===== src/rtl/rob_core_pkg.sv =====
// Shared ROB sizing, id type and entry layout for the reorder buffer.
// Id 0 means "no entry", so a W-bit tag addresses 2^W-1 real entries.
package rob_core_pkg;

   localparam int unsigned ROB_SIZE_WIDTH = 4;
   localparam int unsigned ROB_DEPTH      = (1 << ROB_SIZE_WIDTH) - 1;
   localparam int unsigned ROB_SLOTS      = 1 << ROB_SIZE_WIDTH;

   typedef logic [ROB_SIZE_WIDTH-1:0] rob_id_t;

   typedef struct packed {
      logic        busy;
      logic        ready;
      logic [4:0]  rd;
      logic [31:0] value;
   } rob_entry_t;

   // Ids run 1..ROB_DEPTH and wrap back to 1, skipping 0.
   function automatic rob_id_t rob_id_next(input rob_id_t id);
      if (id == rob_id_t'(ROB_DEPTH)) begin
         return rob_id_t'(1);
      end
      return id + rob_id_t'(1);
   endfunction

endpackage


===== src/rtl/rob_core.sv =====
// In-order reorder buffer: allocates ids at issue, captures CDB results, answers operand
// queries and retires one ready head entry per cycle.
module rob_core
   import rob_core_pkg::*;
(
   input  logic                      clk,
   input  logic                      rst,
   input  logic                      rdy,
   input  logic                      issue_valid,
   input  logic [4:0]                issue_in_rd,
   output logic                      rob_full,
   output logic [ROB_SIZE_WIDTH-1:0] alloc_rob_id,
   output logic [ROB_SIZE_WIDTH-1:0] issue_rob_id,
   output logic [4:0]                issue_rd,
   input  logic                      wb_valid,
   input  logic [ROB_SIZE_WIDTH-1:0] wb_rob_id,
   input  logic [31:0]               wb_value,
   input  logic [ROB_SIZE_WIDTH-1:0] ask_rob_id1,
   input  logic [ROB_SIZE_WIDTH-1:0] ask_rob_id2,
   output logic [31:0]               get_value1,
   output logic [31:0]               get_value2,
   output logic                      get_ready1,
   output logic                      get_ready2,
   output logic                      commit_valid,
   output logic [ROB_SIZE_WIDTH-1:0] commit_rob_id,
   output logic [4:0]                commit_rd,
   output logic [31:0]               commit_value,
   input  logic                      flush
);

   rob_entry_t entry_q [ROB_SLOTS];
   rob_entry_t entry_d [ROB_SLOTS];
   rob_id_t    head_q, head_d;
   rob_id_t    tail_q, tail_d;
   rob_id_t    count_q, count_d;
   logic       rob_full_q, rob_full_d;

   logic       issue_accept;
   rob_entry_t head_entry;

   assign head_entry   = entry_q[head_q];
   assign issue_accept = rdy && issue_valid && !rob_full_q && !flush;

   assign rob_full      = rob_full_q;
   assign alloc_rob_id  = tail_q;
   assign issue_rob_id  = (issue_accept && (issue_in_rd != 5'd0)) ? tail_q : '0;
   assign issue_rd      = issue_in_rd;

   // No bypass into commit: the head must already hold its result in storage.
   assign commit_valid  = rdy && !flush && (count_q != '0) && head_entry.busy &&
                          head_entry.ready;
   assign commit_rob_id = (commit_valid && (head_entry.rd != 5'd0)) ? head_q : '0;
   assign commit_rd     = head_entry.rd;
   assign commit_value  = head_entry.value;

   always_comb begin
      entry_d = entry_q;
      head_d  = head_q;
      tail_d  = tail_q;
      count_d = count_q;
      if (rdy) begin
         if (flush) begin
            for (int i = 0; i < int'(ROB_SLOTS); i++) begin
               entry_d[i].busy  = 1'b0;
               entry_d[i].ready = 1'b0;
            end
            head_d  = rob_id_t'(1);
            tail_d  = rob_id_t'(1);
            count_d = '0;
         end else begin
            // Entry 0 is never busy, so a writeback tagged 0 falls out here.
            if (wb_valid && entry_q[wb_rob_id].busy) begin
               entry_d[wb_rob_id].value = wb_value;
               entry_d[wb_rob_id].ready = 1'b1;
            end
            if (commit_valid) begin
               entry_d[head_q].busy  = 1'b0;
               entry_d[head_q].ready = 1'b0;
               head_d                = rob_id_next(head_q);
            end
            if (issue_accept) begin
               entry_d[tail_q].busy  = 1'b1;
               entry_d[tail_q].ready = 1'b0;
               entry_d[tail_q].rd    = issue_in_rd;
               tail_d                = rob_id_next(tail_q);
            end
            unique case ({issue_accept, commit_valid})
               2'b10:   count_d = count_q + rob_id_t'(1);
               2'b01:   count_d = count_q - rob_id_t'(1);
               default: count_d = count_q;
            endcase
         end
      end
      rob_full_d = (count_d == rob_id_t'(ROB_DEPTH));
   end

   always_ff @(posedge clk) begin
      if (rst) begin
         for (int i = 0; i < int'(ROB_SLOTS); i++) begin
            entry_q[i] <= '0;
         end
         head_q     <= rob_id_t'(1);
         tail_q     <= rob_id_t'(1);
         count_q    <= '0;
         rob_full_q <= 1'b0;
      end else begin
         entry_q    <= entry_d;
         head_q     <= head_d;
         tail_q     <= tail_d;
         count_q    <= count_d;
         rob_full_q <= rob_full_d;
      end
   end

   rob_id_t     ask_id    [2];
   logic [1:0]  get_ready_w;
   logic [31:0] get_value_w [2];

   assign ask_id[0] = ask_rob_id1;
   assign ask_id[1] = ask_rob_id2;

   for (genvar p = 0; p < 2; p++) begin : g_query
      logic bypass;
      assign bypass = wb_valid && (wb_rob_id == ask_id[p]);
      assign get_ready_w[p] = (ask_id[p] == '0) ? 1'b0 :
                              bypass            ? 1'b1 :
                              (entry_q[ask_id[p]].busy && entry_q[ask_id[p]].ready);
      assign get_value_w[p] = (ask_id[p] == '0) ? 32'd0    :
                              bypass            ? wb_value :
                              entry_q[ask_id[p]].value;
   end

   assign get_ready1 = get_ready_w[0];
   assign get_ready2 = get_ready_w[1];
   assign get_value1 = get_value_w[0];
   assign get_value2 = get_value_w[1];

endmodule


===== config.mk =====
export PLATFORM = sky130hd
export DESIGN_NAME = rob_core
export DESIGN_NICKNAME = d
export VERILOG_FILES = /design/src/rtl/rob_core_pkg.sv /design/src/rtl/rob_core.sv
export SDC_FILE = /design/constraint.sdc
export NUM_CORES = 2
export LEC_CHECK = 0
export ABC_AREA = 1
export ABC_CLOCK_PERIOD_IN_PS = 3450
export CELL_PAD_IN_SITES_DETAIL_PLACEMENT = 0
export CELL_PAD_IN_SITES_GLOBAL_PLACEMENT = 2
export CORE_MARGIN = 2
export CORE_UTILIZATION = 35
export CTS_CLUSTER_SIZE = 20
export DETAILED_ROUTE_END_ITERATION = 16
export DONT_BUFFER_PORTS = 1
export PLACE_DENSITY_LB_ADDON = 0.25
export SLEW_MARGIN = 25
export SYNTH_ARGS = -nofsm -noshare
export SYNTH_HDL_FRONTEND = slang
export SYNTH_SLANG_ARGS = --single-unit

===== constraint.sdc =====
create_clock -name clk -period 3.45 [get_ports clk]
set_input_delay 0.1725 -clock clk [delete_from_list [all_inputs] [get_ports clk]]
set_output_delay 0.1725 -clock clk [all_outputs]
set_load 0.01 [all_outputs]

== Word level (Yosys, flattened, before mapping) ==
Cells that the tools add are included.

* Bits in registers: 637
* Input bits: 55
* Output and inout port bits: 122
* Logic and storage cells: 207

* $add $sub $neg: 4
* $lt $le $gt $ge: 8
* Equal/unequal tests: 7
* Multiplexer cells: 85
* Bitwise logic cells: 6
* Reductions and logical operators: 29

{| class="wikitable"
|+ Operators with widths
! kind !! number
|-
| $bwmux 624 || 7
|-
| $mux 624 || 7
|-
| $demux 39 s4 || 7
|-
| $bmux 39 s4 || 4
|-
| $mux 39 || 10
|-
| $mux 32 || 5
|-
| $mux 38 || 3
|-
| $mux 4 || 12
|-
| $mux 37 || 1
|-
| $mux 2 || 16
|-
| $ge 5x5->1 const B || 5
|-
| $not 4->5 || 5
|-
| $logic_and 1x1->1 || 17
|-
| $lt 5x1->1 const B || 3
|-
| $add 4x1->4 const B || 3
|-
| $eq 4x4->1 const B || 3
|-
| $mux 1 || 12
|-
| $reduce_bool 5->1 || 2
|-
| $eq 4x4->1 || 2
|-
| $logic_not 4->1 || 2
|-
| $pmux 4 s2 || 1
|-
| $reduce_and 2->1 || 3
|-
| $reduce_bool 2->1 || 2
|-
| $reduce_bool 4->1 || 1
|-
| other kinds (5) || 6
|}

== Logic depth before layout (Yosys ltp) ==
* Depth in word-level cells: 20
* Depth in mapped cells: 24
* Mapped depth without buffers: 22

== Worst setup path after synthesis ==
Ideal clock, no wire load.

* Kind: register -> register
* Start: register head_q[0]
* End: register rob_full_q, in the netlist rob_full
* Library setup time: 0.064 ns
* Data arrival time: 2.663 ns
* Required time: 3.386 ns
* Setup slack: 0.722 ns
* Stages on the path, launching flop included: 24
* Path buffers: 2
* Clock period less this slack: 2.728 ns
* Cell sequence: dfxtp_1 > buf_2 > inv_1 > buf_2 > nand2_1 > nand3_1 > nand2_1 > nand2_1 > nand3_1 > nor2_2 > nand2_1 > inv_2 > ha_1 > nand2_1 > inv_1 > nor2_1 > ha_1 > a21oi_1 > a21oi_1 > o21ai_0 > nand2_1 > o21ai_0 > nand3_1 > nor2_1

* Cells in the longest elaborated chain, start to end: 11
* Elaborated cells on any way between the ends: 12
* Those cells by class: eq/ne: 3; mux: 6; bitwise: 1; reduce/logical: 2

{| class="wikitable"
|+ RTL lines
! item !! line !! RTL
|-
| start: declaration || rob_core.sv:33 || <nowiki>rob_id_t head_q, head_d;</nowiki>
|-
| start signal: assignment || rob_core.sv:102 || <nowiki>head_q <= rob_id_t'(1);</nowiki>
|-
| $not 4->5 (implied by the code) (*) || rob_core.sv:41 || <nowiki>assign head_entry = entry_q[head_q];</nowiki>
|-
| $bmux 39 s4 (*) || rob_core.sv:41 ||
|-
| $mux 39 (implied by the code) (*) (2 in series) || rob_core.sv:41 ||
|-
| $logic_and 1x1->1 || rob_core.sv:50 || <nowiki>assign commit_valid = rdy && !flush && (count_q != '0) && head_entry.busy &&</nowiki>
|-
| $logic_and 1x1->1 (*) || rob_core.sv:50 ||
|-
| named net commit_valid || rob_core.sv:24 || <nowiki>output logic commit_valid,</nowiki>
|-
| $eq 2x1->1 or $eq 2x2->1 (tied branches) || rob_core.sv:87 || <nowiki>unique case ({issue_accept, commit_valid})</nowiki>
|-
| $pmux 4 s2 (*) || rob_core.sv:87 ||
|-
| $mux 4 (*) || rob_core.sv:62 || <nowiki>if (flush) begin</nowiki>
|-
| $mux 4 (*) || rob_core.sv:61 || <nowiki>if (rdy) begin</nowiki>
|-
| $eq 4x4->1 (*) || rob_core.sv:94 || <nowiki>rob_full_d = (count_d == rob_id_t'(ROB_DEPTH));</nowiki>
|-
| end signal: assignment || rob_core.sv:111 || <nowiki>rob_full_q <= rob_full_d;</nowiki>
|-
| end: declaration || rob_core.sv:36 || <nowiki>logic rob_full_q, rob_full_d;</nowiki>
|}

The timed path passes the listed nets; every way through them passes the cells marked *. The select of a mux whose other input is x is not followed.
A chain may end at the register's enable or synchronous reset.

== Final worst setup path ==
* Start: register head_q[2]
* End: output port commit_value[7]

* Cells in the longest elaborated chain, start to end: 4

{| class="wikitable"
|+ RTL lines
! item !! line !! RTL
|-
| $not 4->5 (implied by the code) || rob_core.sv:41 ||
|-
| $bmux 39 s4 || rob_core.sv:41 ||
|-
| $mux 39 (implied by the code) (2 in series) || rob_core.sv:41 ||
|-
| end: declaration || rob_core.sv:27 || <nowiki>output logic [31:0] commit_value,</nowiki>
|}

No other way between the ends. The select of a mux whose other input is x is not followed.

==> impl_results.md <==
* Req. time, crit path at about 3.3 ns
* Slew @ Worst Pin at 1.152 ns
* Slowest cell on the critical path: buf_4
* Layout area overhead at 18.94%
* Die height at 340.9 microns
* Core area at 112,500 sq um
* Placement Setup Slack at around 0.48 ns
* CP most frequent cell: buf_4
* Initial DRC count at 6,246
* Worst Setup End Kind: output pin
* Reg area at 12,760 sq um
* CTS tree: done
* Tot GR Track Use at 0.3687
* Worst-skew pair later-pin latency at 0.68 ns
* Critical path peak fanout at 27
* Worst hold path type: input port to register
* Max Cap Viol at 0
* Simple-Gate Fraction of Synth Area at 0.2463
* Tcrit/Tclk final at 0.9758
* RSZ-0062 raised after global routing: true
* Pins Over Slew Limit at 0
* GP Congestion at 0.8870
* Largest family of logic cells by synthesized area: compound AO/OA/AOI/OAI gates
* Yosys reg bits at ~640
* Syn nets at 6,545
* WHS Endpoint: alloc_rob_id[2]
* Final Hold Slack at 0.04792 ns
* Most common cell after layout, fill and taps aside: o21ai_0
* Root buf cell: clkbuf_16
* Proportion of synthesized area in mux cells at 0
* Die Wd at 340.9 microns
* Clk sinks at 637
* Power per standard cell area at ~400 nW/um^2
* Worst setup path class: register to output pin
* Post-Place Cells at 7,511
* Initial Util at 0.3530
* Total Neg Setup Slack at 0 ns
* Synth unique cells at 34
* Syn Area/Cell at 6.130 sq um
* R2R depth at 12
* Fill cells at 12,075
* Area of the multi-input gates at 23,120 sq um
* Status: completed
* Leakage at 16.41 nW
* Final Core Density at 0.4199
* Max H-tree Level at 3
* Area share of xor/xnor cells in the synthesized design at 0.001103
* Vias per cell at 6.032
* Reg-to-reg critical path startpoint: entry_q[623]
* Commonest cells after routing, fill and taps aside: 1,159 x o21ai_0, 1,091 x a21oi_1, 1,056 x nand2_1
* Largest net degree at the start of global routing at 346
* Post-synthesis sequential area ratio at 0.3211
* Drt pass-1 iters at 6
* Crit-path cells: inv_1 -> nor2_4 -> buf_4 -> buf_4 -> nand2_1 -> nand4_1 -> buf_12
* Share of layout cells above drive strength 1 at 0.05960
* Grt ovf at 0
* Top-level I/O count at approximately 180
* FMAX at 297.0 MHz
* IO buf count at 0
* Vias at 48,457
* Worst Slack Setup Final at 0.08350 ns
* Compound-gate portion of the synthesized area at 0.3259
* Adder-cell share of the synthesized area at 0.003465
* Overall power at 18.91 mW
* Worst Hold Depth at 5
* Placed Area at 40,990 sq um
* Final Net Count at 6,492
* Post-route design area at 47,240 sq um
* Die area at 116,200 sq um
* Final Hold Viols at 0
* Cell row count at between 100 and 150
* Worst EP arrival at 3.19 ns
* Post-DR wirelength/cell at 27.66 microns
* Warnings from Yosys at 0
* Finish-stage setup viols at 0
* Routed wire length at 222,200 microns
* Post-Syn Area at 39,720 sq um
* Hpwl dp at around 120,000 microns
* Peak VDD IR at 0.4249 mV
* Vias in the first global route at 44,810
* Clk slew on worst S/H paths at 0.06 ns
* First-pass GRT wire length at 320,400 microns
* Hold path startpoint: rdy
* Setup Skew at approximately 0.023 ns
* Syn Inst Count at 6,479
* Startpoint types: register
* R2R setup slack at 0.18 ns
* Post-layout instance count excluding filler cells at 8,033
* Post-DRT Antenna Nets at 0
* Reg2reg end: entry_q[469]
* Maximum clock path buffer count at 3
* Fin crit period at 3.366 ns
* Drc violations at 0
* Critical Path Max Stage Delay at 0.58 ns
* Initial antenna violation count at 21
* CTS Buf Count at 85
* Slew margin rel. at 0.2298
sequential cells by signal (all words and copies together) (netlist names):
name	flops
count_q	4
entry_q	624
rob_full	1
alloc_rob_id	4
head_q	4
layout make-up:
| cell class | count | share of cell area |
|---|---|---|
| inverter | 353 | 0.02892 |
| timing repair buffer | 523 | 0.1105 |
| tap | 1500 | 0.03973 |
| clock buffer | 127 | 0.05311 |
| clock inverter | 27 | 0.006039 |
| antenna | 40 | 0.002119 |
| multi-input combinational | 4826 | 0.4895 |
| sequential | 637 | 0.2701 |
critical path, delay by kind of cell (launching register included):
family	cells	cell delay, ns
buf+inv	4	1.39
flops	1	0.55
simple gates	3	0.54
routing by layer:
layer / track usage / part of all wire / routed length (microns)
met4: 0.2055 / 0.056 / 12500
met3: 0.07487 / 0.10 / 22280
met5: 0 / 0.000050 / 11
met1: 0.4772 / 0.40 / 89710
met2: 0.5722 / 0.44 / 97720
cells by family (layout without fill, tap and decap cells):
group                    after synthesis  count (layout)
AO/OA/AOI/OAI                       2465            2465
flip-flops                           637             637
other                                  0              40
AND/OR/NAND/NOR                     2345            2345
adder cells (fa/ha/maj)               11              11
buffers and inverters               1016            1030
XOR/XNOR                               5               5
Yosys cell counts (all sizes together):
cell type / n / area share
o21ai: 1167 / 0.15
nor3: 5 / 0.00063
o22ai: 13 / 0.0020
a41oi: 63 / 0.014
ha: 11 / 0.0035
a21oi: 1092 / 0.14
o221ai: 6 / 0.0013
a31oi: 2 / 0.00031
nand2: 1072 / 0.10
o2111ai: 1 / 0.00022
xor2: 5 / 0.0011
o211ai: 113 / 0.021
o211a: 2 / 0.00050
buf: 161 / 0.021
a221oi: 1 / 0.00022
inv: 350 / 0.033
o311ai: 3 / 0.00066
nand3: 674 / 0.085
dfxtp: 637 / 0.32
a311oi: 1 / 0.00022
nor2: 548 / 0.052
clkinv: 3 / 0.00028
clkbuf: 502 / 0.047
nand4: 45 / 0.0071
or4: 1 / 0.00019
a211oi: 1 / 0.00019
power breakdown:
| part | switching [mW] | internal, mW | total (mW) |
|---|---|---|---|
| registers | 0.0145 | 7.37 | 7.38 |
| logic | 1.69 | 0.679 | 2.37 |
| clock network | 3.78 | 5.38 | 9.16 |
timing repair:
action                                 in CTS  in global routing
endpoints found under the hold margin     634                  0
setup endpoints to repair                   9                 15
hold buffers                              326                  0
pin swaps                                   0                  1
resized for setup                           7                 10
buffers inserted                            0                  2
worst max-delay path by stage:
stage,slack [ns],depth (start not counted),end,from
after CTS,-0.004,11,commit_rob_id[1],head_q[1]
after global routing,-0.05,20,count_q[1],head_q[0]
after global placement,0.45,22,rob_full,head_q[0]
after floorplan,0.72,23,rob_full,head_q[0]
final,0.08,7,commit_value[7],head_q[2]
after detailed placement,0.48,11,commit_rob_id[1],head_q[0]
Note: power is estimated with default switching activity, not from simulation.
